**config.mk**
```make
export PLATFORM = sky130hd
export DESIGN_NAME = sqrt_multi_cycle_hs_flat
export DESIGN_NICKNAME = d
export VERILOG_FILES = /design/src/rtl/sqrt_multi_cycle_hs_if.sv /design/src/rtl/sqrt_multi_cycle_hs.sv /design/src/flat_wrapper.sv
export SDC_FILE = /design/constraint.sdc
export NUM_CORES = 1
export LEC_CHECK = 0
export CAP_MARGIN = 20
export CORE_MARGIN = 4
export CORE_UTILIZATION = 45
export DETAILED_ROUTE_END_ITERATION = 7
export PLACE_DENSITY_LB_ADDON = 0.3
export SLEW_MARGIN = 20
export SYNTH_ARGS = -nofsm -noshare
export SYNTH_HDL_FRONTEND = slang
export SYNTH_SLANG_ARGS = --single-unit
export TNS_END_PERCENT = 50
```
**constraint.sdc**
```tcl
create_clock -name clk -period 2.5 [get_ports clk]
set_clock_uncertainty 0.15 [all_clocks]
set_input_delay 0.5 -clock clk [delete_from_list [all_inputs] [get_ports clk]]
set_output_delay 0.5 -clock clk [all_outputs]
set_load 0.02 [all_outputs]
```
**src/rtl/sqrt_multi_cycle_hs_if.sv**
```systemverilog
// Handshake bundle for sqrt_multi_cycle_hs: radicand in (arg_*), root/remainder out (res_*).
// master drives the radicand and result-ready; slave is the square-root block.
interface sqrt_multi_cycle_hs_if #(
    parameter int unsigned DATA_WIDTH = 8
);
    logic                    arg_vld;
    logic                    arg_rdy;
    logic [DATA_WIDTH-1:0]   arg;
    logic                    res_vld;
    logic                    res_rdy;
    logic [DATA_WIDTH/2-1:0] res;
    logic [DATA_WIDTH/2:0]   rem;
    logic                    busy;

    modport master (
        output arg_vld,
        output arg,
        output res_rdy,
        input  arg_rdy,
        input  res_vld,
        input  res,
        input  rem,
        input  busy
    );

    modport slave (
        input  arg_vld,
        input  arg,
        input  res_rdy,
        output arg_rdy,
        output res_vld,
        output res,
        output rem,
        output busy
    );
endinterface

```
**src/rtl/sqrt_multi_cycle_hs.sv**
```systemverilog
// Multi-cycle restoring integer square root, one root bit per clock, valid/ready on both sides.
// Define SQRT_ROUND_NEAREST_EN to round res to nearest (saturating); rem stays the floor remainder.
module sqrt_multi_cycle_hs #(
    parameter int unsigned DATA_WIDTH = 8
) (
    input  logic                 clk,
    input  logic                 rst_n,
    sqrt_multi_cycle_hs_if.slave bus
);
    localparam int unsigned HalfW = DATA_WIDTH / 2;
    localparam int unsigned RemW  = HalfW + 2;
    localparam int unsigned CntW  = $clog2(HalfW + 1);

    if (((DATA_WIDTH % 2) != 0) || (DATA_WIDTH < 4)) begin : gen_bad_width
        $error("sqrt_multi_cycle_hs: DATA_WIDTH must be even and >= 4");
    end

    typedef enum logic [1:0] {
        StIdle,
        StCalc,
        StDone
    } state_e;

    state_e                state_q, state_d;
    logic [DATA_WIDTH-1:0] rad_q, rad_d;
    logic [RemW-1:0]       rem_q, rem_d;
    logic [HalfW-1:0]      root_q, root_d;
    logic [CntW-1:0]       cnt_q, cnt_d;

    // One extra bit above the remainder width so the borrow of the trial subtraction is visible.
    logic [RemW:0] shifted;
    logic [RemW:0] subtrahend;
    logic [RemW:0] trial;
    logic          trial_ok;

    assign shifted    = {rem_q[RemW-2:0], rad_q[DATA_WIDTH-1 -: 2]};
    assign subtrahend = {1'b0, root_q, 2'b01};
    assign trial      = shifted - subtrahend;
    assign trial_ok   = ~trial[RemW];

    // The remainder never exceeds 2*root, so these high bits are structurally zero.
    logic unused_high_bits;
    assign unused_high_bits = ^{rem_q[RemW-1], shifted[RemW]};

    always_comb begin
        state_d = state_q;
        rad_d   = rad_q;
        rem_d   = rem_q;
        root_d  = root_q;
        cnt_d   = cnt_q;
        unique case (state_q)
            StIdle: begin
                if (bus.arg_vld) begin
                    rad_d   = bus.arg;
                    rem_d   = '0;
                    root_d  = '0;
                    cnt_d   = CntW'(HalfW);
                    state_d = StCalc;
                end
            end
            StCalc: begin
                rad_d  = {rad_q[DATA_WIDTH-3:0], 2'b00};
                rem_d  = trial_ok ? trial[RemW-1:0] : shifted[RemW-1:0];
                root_d = {root_q[HalfW-2:0], trial_ok};
                cnt_d  = cnt_q - CntW'(1);
                if (cnt_q == CntW'(1)) begin
                    state_d = StDone;
                end
            end
            StDone: begin
                if (bus.res_rdy) begin
                    state_d = StIdle;
                end
            end
            default: state_d = StIdle;
        endcase
    end

    always_ff @(posedge clk or negedge rst_n) begin
        if (!rst_n) begin
            state_q <= StIdle;
            rad_q   <= '0;
            rem_q   <= '0;
            root_q  <= '0;
            cnt_q   <= '0;
        end else begin
            state_q <= state_d;
            rad_q   <= rad_d;
            rem_q   <= rem_d;
            root_q  <= root_d;
            cnt_q   <= cnt_d;
        end
    end

    assign bus.arg_rdy = (state_q == StIdle);
    assign bus.res_vld = (state_q == StDone);
    assign bus.busy    = (state_q != StIdle);
    assign bus.rem     = rem_q[HalfW:0];

`ifdef SQRT_ROUND_NEAREST_EN
    logic round_up;
    assign round_up = (rem_q[HalfW:0] > {1'b0, root_q}) && !(&root_q);
    assign bus.res  = root_q + HalfW'(round_up);
`else
    assign bus.res  = root_q;
`endif

endmodule

```
**src/flat_wrapper.sv**
```systemverilog
// flat-port wrapper written by rule: the top's interface ports become plain ports
module sqrt_multi_cycle_hs_flat 
#(
    parameter int unsigned DATA_WIDTH = 8
)
  (clk, rst_n, bus_arg_vld, bus_arg, bus_res_rdy, bus_arg_rdy, bus_res_vld, bus_res, bus_rem, bus_busy);
  sqrt_multi_cycle_hs_if #(.DATA_WIDTH(DATA_WIDTH)) bus_i ();
  input  logic clk;
  input  logic rst_n;
  input wire logic [$bits(bus_i.arg_vld)-1:0] bus_arg_vld;
  input wire logic [$bits(bus_i.arg)-1:0] bus_arg;
  input wire logic [$bits(bus_i.res_rdy)-1:0] bus_res_rdy;
  output wire logic [$bits(bus_i.arg_rdy)-1:0] bus_arg_rdy;
  output wire logic [$bits(bus_i.res_vld)-1:0] bus_res_vld;
  output wire logic [$bits(bus_i.res)-1:0] bus_res;
  output wire logic [$bits(bus_i.rem)-1:0] bus_rem;
  output wire logic [$bits(bus_i.busy)-1:0] bus_busy;
  assign bus_i.arg_vld = bus_arg_vld;
  assign bus_i.arg = bus_arg;
  assign bus_i.res_rdy = bus_res_rdy;
  assign bus_arg_rdy = bus_i.arg_rdy;
  assign bus_res_vld = bus_i.res_vld;
  assign bus_res = bus_i.res;
  assign bus_rem = bus_i.rem;
  assign bus_busy = bus_i.busy;
  sqrt_multi_cycle_hs #(.DATA_WIDTH(DATA_WIDTH)) u_core (.clk(clk), .rst_n(rst_n), .bus(bus_i));
endmodule
```
==> impl_metrics.json <==
{
  "rsz0062_at_grt": "false",
  "min_path_type": "reg2reg",
  "fill_cells": 241,
  "synth_xor_area_share_pct": 1.35,
  "gr-usage-all-layers_pct": 17.3,
  "synth_compound_area_share_pct": 27.4,
  "synth_cell_types": 31,
  "grt_antenna_before_repair": 0,
  "ys_seq_area_share_pct": 42.6,
  "synth_cells": 136,
  "path_max_fanout": 13,
  "fp.dieW_um": 61.6,
  "status": "completed",
  "synthAdderAreaFrac_pct": 6.77,
  "diodes": 0,
  "muxShareOfSynthArea_pct": 0,
  "p_per_area_mw_per_mm2": 1480,
  "cts_tree": "yes",
  "drc": 0,
  "synth_edf_count": 0,
  "placementRows": 19,
  "synth-seq-cells": 22,
  "slew_viol_final": 0,
  "clockBufferDepth": 2,
  "yosys.area_share.simple_pct": 16.9,
  "cts.clk_slew.worst_paths_ns": 0.13,
  "via_per_inst": 5.63,
  "clk_latency_ns": 0.32,
  "cts_root_buffer": "clkbuf_4",
  "htreeDepth": 1,
  "synth_nets": 155,
  "maxCapViolCount": 0,
  "grt.overflow.total": 0,
  "fin_crit_ns": 2.34,
  "firstDrtPassIters": 4,
  "wire_per_inst_um": 14.7,
  "yosysWarningCount": 0,
  "syn_avg_cell_area_um2": 9.51,
  "synth.cell_area_mm2": 0.00129,
  "synthArstFlopShare_pct": 100,
  "grt_pass1_vias": 1141,
  "ys.flop_type": "dfrtp_1",
  "drive_gt1_share_pct": 9.88,
  "place_inst": 189,
  "wl_um": 2840,
  "dr_total_vias": 1086,
  "hold_viol": 0,
  "gp_congestion": 0.902,
  "crit_path_start_kind": "flop",
  "io_buffers": 23,
  "first_iter_violations": 50,
  "grt_pass1_wl_um": 4910,
  "required_ns": 1.85,
  "start_util_pct": 46.9,
  "clock_sinks": 22,
  "fmax_ghz": 0.428,
  "critPathKind": "reg2out",
  "arrival_ns": 1.69,
  "cts_buffers": 3,
  "ir_drop_v": 0.000958,
  "post-route-period-util_pct": 93.4,
  "synthToLayoutAreaGrowth_pct": 25.9,
  "hpwl_um": 2130,
  "ioPinCount": 24,
  "core_area_mm2": 0.00276,
  "grt_max_degree": 23,
  "setup_viol": 0,
  "endpoint_kind": "output pin",
  "leakage_nw": 0.715,
  "dieArea_mm2": 0.00380,
  "instances_no_fill": 193,
  "synth_top_family_by_area": "compound AO/OA/AOI/OAI gates",
  "ant_nets": 0,
  "tightest_slew_ns": 0.518,
  "nets": 182,
  "slew_headroom_pct": 65.5,
  "setup_tns_ns": 0,
  "die_y_um": 61.6,
  "whs_ns": 0.354
}
## what timing repair did
| action | 4_1_cts | 5_1_grt |
|---|---|---|
| resized for setup | 1 | 1 |
| hold buffers | 0 | 0 |
| endpoints found under the setup margin | 1 | 1 |
| setup buffers | 0 | 0 |
| gates cloned | 0 | 0 |
## per-stage QoR
step           worst slack, ns  total power (W)  cell area (um2)  utilization (%)
3_3_place_gp             0.402          0.00209             1570             57.0
4_1_cts                 0.0306          0.00243             1630             59.0
3_5_place_dp             0.348          0.00215             1570             57.0
2_1_floorplan            0.456          0.00171             1290                -
5_1_grt                 0.0903          0.00263             1630             59.1
6_report                 0.164          0.00241             1630             59.1
## critical path: stages (launching register included)
cell,delay [ns]
dfrtp_2,0.51
or2_2,0.31
clkdlybuf4s50_1,0.54
## layout make-up
class / instances / area (um2) / share of cell area [%]
repair buffers: 27 / 263 / 16.1
multi-input cells: 97 / 678 / 41.6
clock buffers: 3 / 22.5 / 1.38
well taps: 31 / 38.8 / 2.38
inverters: 12 / 45.0 / 2.76
clock inverters: 1 / 30.0 / 1.84
flip-flops and latches: 22 / 552 / 33.9
## cell usage in the layout (no fill, tap or decap), types with 2 or more instances in the layout
master	count
o311ai_2	3
nor2b_1	9
o211ai_1	2
nor2_1	6
o21ai_0	13
and2_1	3
and3b_1	2
xnor2_1	2
dfrtp_1	21
o2111ai_1	5
a21oi_1	7
a22oi_1	6
inv_1	12
buf_4	4
nand2_1	14
nand2b_1	3
clkdlybuf4s50_1	22
clkbuf_4	3
o21ai_1	2
a22o_1	2
ha_1	7
## cell families (layout without fill, tap and decap cells)
group,count (synthesis),after routing
AND/OR/NAND/NOR,41,41
buffers and inverters,17,43
XOR/XNOR,2,2
adder cells (fa/ha/maj),7,7
AO/OA/AOI/OAI,47,47
flip-flops,22,22
## cells in the mapped netlist (2+ instances only)
cell       number  area share [%]
o311ai_2        3             3.8
xnor2_1         2             1.4
and3b_1         2             1.4
a22oi_1         6             3.5
o211ai_1        2             1.2
a22o_1          2             1.4
clkbuf_1        4             1.2
ha_1            7             6.8
a21oi_1         7             2.7
nand2b_1        3             1.5
and2_1          3             1.5
o21ai_1         2            0.77
o21ai_0        13             5.0
nand2_1        14             4.1
dfrtp_1        22              43
inv_1          12             3.5
nor2b_1         9             4.4
nor2_1          6             1.7
o2111ai_1       5             3.4
## power by group
group	switching (W)	leakage (nW)	internal, W
Sequential	0.000139	0.278	0.000520
Combinational	0.000800	0.409	0.000674
Clock	0.000116	0.0279	0.000162
Total	0.00105	0.715	0.00136
## layer usage
metal  part of all wire, %  global-route usage, %  up-vias
met5                     0                      0        -
met1                    44                   20.7      518
met4                   1.8                   7.88        0
li1                      -                      -      539
met3                   4.3                   3.14        6
met2                    50                   29.7       23
## registers in the layout, summed over array words and instances, names as in the netlist
register,flops
u_core.rad_q,8
u_core.rem_q,5
u_core.bus.res,4
u_core.cnt_q,3
u_core.state_q,2
## worst paths after layout
kind / slack [ns] / depth (start not counted) / from / to
max reg2reg: 0.39 / 5 / u_core.rem_q[0] / u_core.rem_q[3]
min: 0.35 / 2 / u_core.cnt_q[1] / u_core.cnt_q[1]
min reg2reg: 0.35 / 2 / u_core.cnt_q[1] / u_core.cnt_q[1]
min in group asynchronous: 0.36 / 2 / rst_n / u_core.cnt_q[2]
max: 0.16 / 2 / u_core.state_q[1] / bus_busy
max in group asynchronous: 1.60 / 2 / rst_n / u_core.state_q[1]
(Power assumes the default switching activity.)
